--- config.mk ---
export PLATFORM = sky130hd
export DESIGN_NAME = mem_arbiter
export DESIGN_NICKNAME = d
export VERILOG_FILES = /design/src/rtl/arb_pkg.sv /design/src/rtl/arb_starve_ctr.sv /design/src/rtl/mem_arbiter.sv
export SDC_FILE = /design/constraint.sdc
export NUM_CORES = 1
export LEC_CHECK = 0
export CAP_MARGIN = 25
export CORE_AREA = 3 3 106 108
export CTS_BUF_LIST = sky130_fd_sc_hd__clkbuf_8 sky130_fd_sc_hd__clkbuf_16
export CTS_CLUSTER_DIAMETER = 80
export DETAILED_ROUTE_END_ITERATION = 16
export DIE_AREA = 0 0 109 111
export MAX_ROUTING_LAYER = met4
export SLEW_MARGIN = 0
export SYNTH_ARGS = -nofsm -noshare
export SYNTH_HDL_FRONTEND = slang
export SYNTH_SLANG_ARGS = --single-unit
--- constraint.sdc ---
create_clock -name clk -period 3 [get_ports clk]
set_clock_uncertainty 0.15 [all_clocks]
set_input_delay 0.6 -clock clk [delete_from_list [all_inputs] [get_ports clk]]
set_output_delay 0.6 -clock clk [all_outputs]
set_load 0.005 [all_outputs]
--- src/rtl/arb_pkg.sv ---
// Shared types and constants for the fetch/data memory arbiter.
// Holds the response-owner enum and the default starvation limit.
package arb_pkg;

  localparam int STARVE_LIMIT_DEF = 4;

  typedef enum logic [1:0] {
    NONE  = 2'd0,
    FETCH = 2'd1,
    DATA  = 2'd2
  } rsp_owner_e;

endpackage

--- src/rtl/arb_starve_ctr.sv ---
// Saturating up-counter with synchronous clear (clear wins).
// Ports: clk_i, rst_i, inc_i, clr_i in; cnt_o out (saturates at LIMIT).
module arb_starve_ctr #(
  parameter int LIMIT = 4,
  parameter int W     = 3
) (
  input  logic         clk_i,
  input  logic         rst_i,
  input  logic         inc_i,
  input  logic         clr_i,
  output logic [W-1:0] cnt_o
);

  logic [W-1:0] cnt_q;
  logic [W-1:0] cnt_d;

  always_comb begin
    cnt_d = cnt_q;
    if (clr_i) begin
      cnt_d = '0;
    end else if (inc_i && (cnt_q != W'(LIMIT))) begin
      cnt_d = cnt_q + W'(1);
    end
  end

  always_ff @(posedge clk_i) begin
    if (rst_i) begin
      cnt_q <= '0;
    end else begin
      cnt_q <= cnt_d;
    end
  end

  assign cnt_o = cnt_q;

endmodule

--- src/rtl/mem_arbiter.sv ---
// Arbitrates a fetch port and a data port onto one memory port.
// Ports: if_* fetch side, d_* data side, mem_* memory side, clk/rst.
module mem_arbiter
  import arb_pkg::*;
#(
  parameter int DATA_WIDTH   = 32,
  parameter int ADDR_WIDTH   = 32,
  parameter int STARVE_LIMIT = STARVE_LIMIT_DEF
) (
  input  logic                  clk,
  input  logic                  rst,
  input  logic                  if_req,
  input  logic [ADDR_WIDTH-1:0] if_addr,
  output logic                  if_gnt,
  output logic                  if_rvalid,
  output logic [DATA_WIDTH-1:0] if_rdata,
  input  logic                  d_req,
  input  logic                  d_we,
  input  logic [ADDR_WIDTH-1:0] d_addr,
  input  logic [DATA_WIDTH-1:0] d_wdata,
  input  logic [3:0]            d_be,
  output logic                  d_gnt,
  output logic                  d_rvalid,
  output logic [DATA_WIDTH-1:0] d_rdata,
  output logic                  mem_en,
  output logic                  mem_we,
  output logic [ADDR_WIDTH-1:0] mem_addr,
  output logic [DATA_WIDTH-1:0] mem_wdata,
  output logic [3:0]            mem_be,
  input  logic [DATA_WIDTH-1:0] mem_rdata
);

  localparam int CW = $clog2(STARVE_LIMIT + 1);

  rsp_owner_e rsp_q;
  rsp_owner_e rsp_d;

  logic [CW-1:0] starve_cnt;
  logic          starved;
  logic          if_wait;

  assign starved = (starve_cnt == CW'(STARVE_LIMIT));
  assign if_wait = if_req && !if_gnt;

  // Counts cycles fetch is left waiting; any other cycle clears it.
  arb_starve_ctr #(
    .LIMIT (STARVE_LIMIT),
    .W     (CW)
  ) u_starve (
    .clk_i (clk),
    .rst_i (rst),
    .inc_i (if_wait),
    .clr_i (!if_wait),
    .cnt_o (starve_cnt)
  );

  always_comb begin
    if_gnt    = 1'b0;
    d_gnt     = 1'b0;
    mem_en    = 1'b0;
    mem_we    = 1'b0;
    mem_addr  = '0;
    mem_wdata = '0;
    mem_be    = 4'b0000;
    rsp_d     = NONE;
    if (!rst) begin
      if (if_req && (starved || !d_req)) begin
        if_gnt = 1'b1;
      end else if (d_req) begin
        d_gnt = 1'b1;
      end
    end
    if (if_gnt) begin
      mem_en   = 1'b1;
      mem_addr = if_addr;
      rsp_d    = FETCH;
    end else if (d_gnt) begin
      mem_en    = 1'b1;
      mem_we    = d_we;
      mem_addr  = d_addr;
      mem_wdata = d_wdata;
      mem_be    = d_be;
      rsp_d     = d_we ? NONE : DATA;
    end
  end

  always_ff @(posedge clk) begin
    if (rst) begin
      rsp_q <= NONE;
    end else begin
      rsp_q <= rsp_d;
    end
  end

  // Reset drops a read already in flight in its return cycle.
  assign if_rvalid = !rst && (rsp_q == FETCH);
  assign d_rvalid  = !rst && (rsp_q == DATA);
  assign if_rdata  = mem_rdata;
  assign d_rdata   = mem_rdata;

endmodule

# Word-level counts from Yosys, hierarchy flattened
# Index checks and enable logic that the tools add are counted.
# Widths: inputs -> output; s select.
[word_totals]
in_bits = 137
output_inout_bits = 138
regBits = 5
word_cells = 39
[classes]
add_sub_neg = 1
muxes = 18
n_bitwise = 2
eq_ne = 4
n_reduce_logical = 11
[ops]
columns = ["operator", "n"]
rows = [
  ["$mux 32", 4],
  ["$mux 1", 11],
  ["$mux 4", 2],
  ["$logic_and 1x1->1", 5],
  ["$add 3x1->3 const B", 1],
  ["$eq 3x3->1 const B", 1],
  ["$logic_not 1->1", 3],
  ["$ne 3x3->1 const B", 1],
  ["$reduce_or 3->1", 1],
  ["$eq 2x1->1 const B", 1],
  ["$eq 2x2->1 const B", 1],
  ["$mux 2", 1],
  ["$not 1->1", 2],
  ["$reduce_or 2->1", 1],
  ["$logic_or 1x1->1", 1],
]

# Depth between registers and ports, before layout
# Gate-level depths: netlist (run 1).
[logic_depth]
depth_word = 9
ltp_mapped = 6
ltp_nobuf = 4

# By module
# From an unflattened synthesis (run 1), not the netlist that was laid out.
[hier_totals]
cells_unflattened = 175
hier_area_um2 = 1402.6
[modules_own_cells]
columns = ["mod", "cells_per_inst", "area_each_um2", "instances", "seq_area_each_um2"]
rows = [
  ["mem_arbiter", 158, 1213.7, 1, 40.0],
  ["arb_starve_ctr", 17, 188.9, 1, 60.1],
]

# Least setup slack after synthesis (run 1)
# No wires, ideal clock.
[synth_timing]
path_type = "input -> output"
from = "input port if_req"
to = "output port mem_addr[10]"
arrival_time_ns = 1.323
n_path_buf = 3
stages = 5
path_slack_ns = 0.927
required_ns = 2.250
cell_sequence = "buf_6 -> and3_1 -> buf_6 -> buf_6 -> o22ai_1"
[synth_between]
elab_chain_len = 5
elab_cells_between_ends = 7
cone_classes = "6 x mux; 1 x reduce/logical"
[synth_lines]
columns = ["item", "line", "source"]
rows = [
  ["start: declaration", "mem_arbiter.sv:12", "input logic if_req,"],
  ["$logic_and 1x1->1 (*)", "mem_arbiter.sv:67", "if (if_req && (starved || !d_req)) begin"],
  ["$mux 1", "mem_arbiter.sv:67", ""],
  ["$mux 1", "mem_arbiter.sv:66", "if (!rst) begin"],
  ["$mux 32", "mem_arbiter.sv:77", "end else if (d_gnt) begin"],
  ["$mux 32 (*)", "mem_arbiter.sv:73", "if (if_gnt) begin"],
  ["end: declaration", "mem_arbiter.sv:27", "output logic [ADDR_WIDTH-1:0] mem_addr,"],
]
# Every way passes the cells marked *; elsewhere a longest branch is shown, timed or not.

# Worst setup path after layout (run 1)
[layout_timing]
from = "input port d_req"
to = "output port mem_en"
[layout_between]
elab_chain_len = 7
elab_cells_between_ends = 10
cone_classes = "7 x mux; 3 x reduce/logical"
[layout_lines]
columns = ["item", "line", "source"]
rows = [
  ["start: declaration", "mem_arbiter.sv:17", "input logic d_req,"],
  ["$logic_not 1->1", "mem_arbiter.sv:67", ""],
  ["$logic_or 1x1->1", "mem_arbiter.sv:67", ""],
  ["$logic_and 1x1->1", "mem_arbiter.sv:67", ""],
  ["$mux 1", "mem_arbiter.sv:67", ""],
  ["$mux 1", "mem_arbiter.sv:66", ""],
  ["$mux 1", "mem_arbiter.sv:77", ""],
  ["$mux 1 (*)", "mem_arbiter.sv:73", ""],
  ["end: declaration", "mem_arbiter.sv:25", "output logic mem_en,"],
]
# Marked as above.

==> results.cfg, run 1 <==
[status]
status = finished clean

[timing]
drv_slew = 0
hold_viol = 0
rsz0062_at_grt = no
setup_viol = 0
setup_tns_ps = 0
fin_crit_sh_pct = 96.8
whs_ps = 313
relSlewSlack_pct = 83.7
worst_slew_pin_slew_ps = 244
fin_crit_ps = 2910
clock.fmax_mhz = 344

[power_and_ir_drop]
power_mw = 0.583
peakVddDrop_mv = 0.115
cellLeakagePower_nw = 1.36
power_density_nw_per_um2 = 166

[clock_network]
cts_buffers = 3
htree_levels = 1
cts_tree = built
clockRootBuffer = clkbuf_8
clockBufferDepth = 2
cts.sinks = 5
clk_latency_ps = 220
clk_pin_slew_worst_paths_ps = 40

[worst_setup_path]
cp-start-kind = input pin
crit_chain = dlygate4sd2_1 > buf_4 > a21boi_4 > buf_4 > buf_4 > o22ai_1 > clkdlybuf4s50_1
path_common_cell = buf_4
setup.worst_path.class = in -> out
worstPathRequired_ps = 2250
cp_slowest_stage_delay_ps = 530
critPathBufInv = 5
path_delay_family = buffers and inverters
critical_path_peak_fanout = 5
critical_path_arrival_ps = 2160
critical_path.endpoint_type = output pin
cpMaxStageDelayCell = clkdlybuf4s50_1

[place]
portBuffers = 178
place.gp.congestion = 0.676
place_area_um2 = 3380
dpl.hpwl_um = 6310

[synth]
netlist.area_leader.share_pct = 26.4
postSynthAreaPerCell_um2 = 7.42
synth_area_um2 = 1880
ys_seq_elements = 5
synth_fp_nets = 392
synthCells = 253
ys_warn_count = 0
yosysSeqAreaShare_pct = 5.33
yosysTopAreaCell = buf_4
synth.area.top_cells = buf_4 (26%), nand3b_1 (26%), and3_1 (13%)
synthDistinctLibCells = 22

[die]
core-area_um2 = 10300
die_h_um = 111
ioPinCount = 275
die_w_um = 109
die_area_um2 = 12100
rows = 37
start_util_pct = 18.2

[job]
cap_violations = 0

[layout]
syn_to_final_growth_pct = 87.2
nets = 502
final_core_util_pct = 34.1
design_area_um2 = 3520
layout-drive-gt1-share_pct = 9.67

[drt]
drt_iter0_markers = 103
drt-pass1-iter-count = 4
postRouteWirelength_um = 8290
vias = 2235
wl_per_cell_um = 16.6
drcViolationCount = 0
postRouteAntennaNets = 0
routed_via_density = 4.48

[global_routing]
grt_first_pass_wirelength_um = 12300
grt_overflow_total = 0
antenna_found_initial = 1
grt_use_total_pct = 13.0
grt_pass1_vias = 2343
grt_start_max_net_pins = 49

[hold_path]
hold_class = reg -> reg
## layout make-up
cell class | instances | area, um2
diodes | 1 | 2.50
clock buffers | 3 | 41.3
clock inverters | 1 | 3.75
fillers | 1081 | 6810
inverters | 2 | 7.51
multi-input cells | 153 | 1130
flip-flops and latches | 5 | 100
well taps | 136 | 170
repair buffers | 198 | 2060
## sequential cells by signal (all words and copies together) (netlist names)
register / cells
u_starve.cnt_o: 3
rsp_q: 2
## layer usage
layer / part of all wire [%] / global-route usage, %
met1: 38 / 13.5
met2: 51 / 23.8
met3: 9.1 / 2.50
met4: 2.4 / 4.80
met5: 0 / -
## synthesized netlist by cell type, drive strengths merged
| library cell | number |
|---|---|
| buf | 76 |
| nand3b | 64 |
| and3 | 38 |
| o22ai | 33 |
| clkbuf | 17 |
| dfxtp | 5 |
| nor3b | 4 |
| nor2 | 3 |
| ha | 2 |
| inv | 2 |
| nand2b | 2 |
| nor2b | 2 |
| a21boi | 1 |
| and4b | 1 |
| nand3 | 1 |
| nor3 | 1 |
| o211a | 1 |
## kinds of logic (layout without fill, tap and decap cells)
logic type	Yosys count	after routing	synth area share (%)
simple gates	116	116	43.5
buf+inv	95	204	35.0
compound gates	35	35	14.9
flops	5	5	5.33
fa+ha+maj	2	2	1.33
other cells	0	1	0
## where the power goes
group	internal, mW	switching [mW]
sequential	0.0687	0.000982
clock	0.0879	0.0348
combinational	0.272	0.118
total	0.429	0.154
## final timing paths
path | from | end | slack [ps] | cells after the start
hold / removal | u_starve.cnt_o[0]$_SDFFE_PP0P_ | u_starve.cnt_o[0]$_SDFFE_PP0P_ | 310 | 1
setup / recovery | d_req | mem_en | 90 | 7
setup reg to reg | u_starve.cnt_o[0]$_SDFFE_PP0P_ | u_starve.cnt_o[1]$_SDFFE_PP0P_ | 1350 | 5
hold reg to reg | u_starve.cnt_o[0]$_SDFFE_PP0P_ | u_starve.cnt_o[0]$_SDFFE_PP0P_ | 310 | 1
## timing repair
action                     CTS  global route
setup endpoints to repair   41            19
hold buffers                 0             0
gates cloned                 2             0
resized for setup            5             2
setup buffers                2             0
## placed cells by master (no fill, tap or decap), types with 2 or more instances in the layout
cell type	count
inv_1	3
nand2b_1	2
o22ai_2	7
and3_1	37
nor2_1	3
clkdlybuf4s50_1	175
buf_6	2
nand3b_1	64
nor3b_1	4
bufbuf_16	2
o22ai_1	26
buf_4	10
ha_1	2
clkbuf_8	3
buf_12	6
dfxtp_1	5
dlygate4sd2_1	2
## stage by stage
step | instances | setup WS, ps
floorplan | 253 | 927
global placement | 490 | -68.2
detailed placement | 490 | -90.0
CTS | 498 | 2.06
global route | 499 | 22.4
finish | 499 | 94.7
## worst register-to-register path, delay by kind of cell (launching register included)
family | cells | cell delay, ps
simple gates | 1 | 190
compound gates | 1 | 260
flops | 1 | 350
fa+ha+maj | 1 | 270
buf+inv | 2 | 380
(Power assumes the default switching activity.)
==> run 2: changes to the inputs <==
--- a/config.mk
+++ b/config.mk
@@ -5,7 +5,6 @@
 export SDC_FILE = /design/constraint.sdc
 export NUM_CORES = 1
 export LEC_CHECK = 0
-export CAP_MARGIN = 25
 export CORE_AREA = 3 3 106 108
 export CTS_BUF_LIST = sky130_fd_sc_hd__clkbuf_8 sky130_fd_sc_hd__clkbuf_16
 export CTS_CLUSTER_DIAMETER = 80
==> constraint.sdc (replaced) <==
create_clock -name clk -period 3.74 [get_ports clk]
set_clock_uncertainty 0.15 [all_clocks]
set_input_delay 0.748 -clock clk [delete_from_list [all_inputs] [get_ports clk]]
set_output_delay 0.748 -clock clk [all_outputs]
set_load 0.005 [all_outputs]
==> run 2 against run 1 <==
  * Via count shrank 1.8%
  * Wire length decreased by 2.4%
  * Worst hold slack is essentially flat
  * Die area is the same
  * Register-to-register slack improved by 940 ps
  * Total power down 22%
  * Sequential share of layout area up 0.16 points
  * Largest cell class unchanged
==> results.cfg, run 2 (same netlist as run 1, synthesis figures left out) <==
[timing]
setup_viol = 0
finalWorstSetupSlack_ps = 257
relSlewSlack_pct = 64.6
worst_slew_pin_slew_ps = 531
clock.fmax_mhz = 287
drv_slew = 0
rsz0062_at_grt = no
fin_crit_ps = 3480
setup_tns_ps = 0
fin_crit_sh_pct = 93.1
hold_viol = 0

[power_and_ir_drop]
cellLeakagePower_nw = 1.25
power_density_nw_per_um2 = 137
peakVddDrop_mv = 0.0807
power_mw = 0.455

[worst_setup_path]
cp-start-kind = input pin
critical_path_peak_fanout = 37
critical_path.endpoint_type = output pin
worstPathRequired_ps = 2840
ff2ff_path_depth = 5
regToRegEndpoint = rsp_q[1]$_SDFF_PP0_
rrSetupSlack_ps = 2290
cpMaxStageDelayCell = clkdlybuf4s50_1
setup.worst_path.class = in -> out
crit_chain = clkdlybuf4s50_1 > nand3_2 > and3_1 > clkdlybuf4s50_1
r2r-start = u_starve.cnt_o[0]$_SDFFE_PP0P_
cp_slowest_stage_delay_ps = 530
path_common_cell = clkdlybuf4s50_1
critical_path_arrival_ps = 2590

[die]
die_w_um = 109
rows = 37
start_util_pct = 18.2
die_area_um2 = 12100
core-area_um2 = 10300
die_h_um = 111
ioPinCount = 275

[drt]
wl_per_cell_um = 16.6
postRouteAntennaNets = 0
drcViolationCount = 0
postRouteWirelength_um = 8090
drt-pass1-iter-count = 6
vias = 2194
routed_via_density = 4.50
drt_iter0_markers = 164

[clock_network]
cts.sinks = 5
clockRootBuffer = clkbuf_8
cts_buffers = 3
cts-resized-gates = 0
clockBufferDepth = 2
cts_tree = built
clk_pin_slew_worst_paths_ps = 40
clk_latency_ps = 230
cts_setup_buffers = 0
htree_levels = 1
postCtsHoldBufs = 0

[global_routing]
grt_start_max_net_pins = 49
grt_overflow_total = 0
grt_first_pass_wirelength_um = 11900
grt_pass1_vias = 2242
antenna_found_initial = 0
grt_use_total_pct = 12.7

[hold_path]
min_to = u_starve.cnt_o[0]$_SDFFE_PP0P_
min-delay-start = u_starve.cnt_o[0]$_SDFFE_PP0P_
hold_class = reg -> reg
worstHoldPathCells = 1

[layout]
syn_to_final_growth_pct = 77.1
fillers = 1091
final_cell_mix = clkdlybuf4s50_1 (178), nand3b_1 (64), and3_1 (38)
nets = 492
design_area_um2 = 3330
layout_commonest_cell = clkdlybuf4s50_1
largest_register_ffs = 3
diodes = 0
layout-drive-gt1-share_pct = 6.82

[place]
place_area_um2 = 3280
dp_slack_ps = 265
place.gp.congestion = 0.689
dpl.hpwl_um = 6340
portBuffers = 178

[job]
cap_violations = 0

[status]
status = finished clean
==> run 2: critical path, delay by kind of cell <==
kind | cells | cell delay (ps)
AND/OR/NAND/NOR | 2 | 840
buffers and inverters | 2 | 980
==> run 2: worst max path at each step <==
stage                start             to  slack (ps)
floorplan           if_req   mem_addr[10]        1370
global placement    if_req         mem_we         310
detailed placement  if_req  mem_wdata[31]         270
CTS                 if_req  mem_wdata[31]         260
global route        if_req  mem_wdata[26]         100
finish              if_req  mem_wdata[31]         260
==> run 2: power by group <==
group	switching, mW	internal, mW	total [mW]	leakage [nW]
sequential	0.000775	0.0551	0.0559	0.0408
clock	0.0310	0.0707	0.102	0.0269
combinational	0.0927	0.205	0.298	1.18
total	0.124	0.331	0.455	1.25
==> run 2: final cells by class <==
type	instances	area [um2]	share of cell area, %
Multi-Input combinational cell	153	1120	33.7
Clock inverter	1	3.75	0.113
Inverter	2	7.51	0.226
Clock buffer	3	41.3	1.24
Tap cell	136	170	5.12
Sequential cell	5	100	3.01
Timing Repair Buffer	188	1880	56.6
==> run 2: per-stage QoR <==
stage / hold slack (ps) / utilization (%) / cells
after floorplan: 276 / - / 253
after global placement: 295 / 31.8 / 484
after detailed placement: 312 / 31.8 / 484
after CTS: 320 / 32.2 / 488
after global routing: 336 / 32.2 / 488
final: 312 / 32.2 / 488
==> run 2: routing by layer <==
layer  GRT usage, %  vias to the layer above  share of wire (%)
met3           2.85                       33                 11
met5              -                        -                  0
met1           12.5                      981                 35
met2           23.1                      137                 50
li1               -                     1043                  -
met4           6.23                        0                3.2
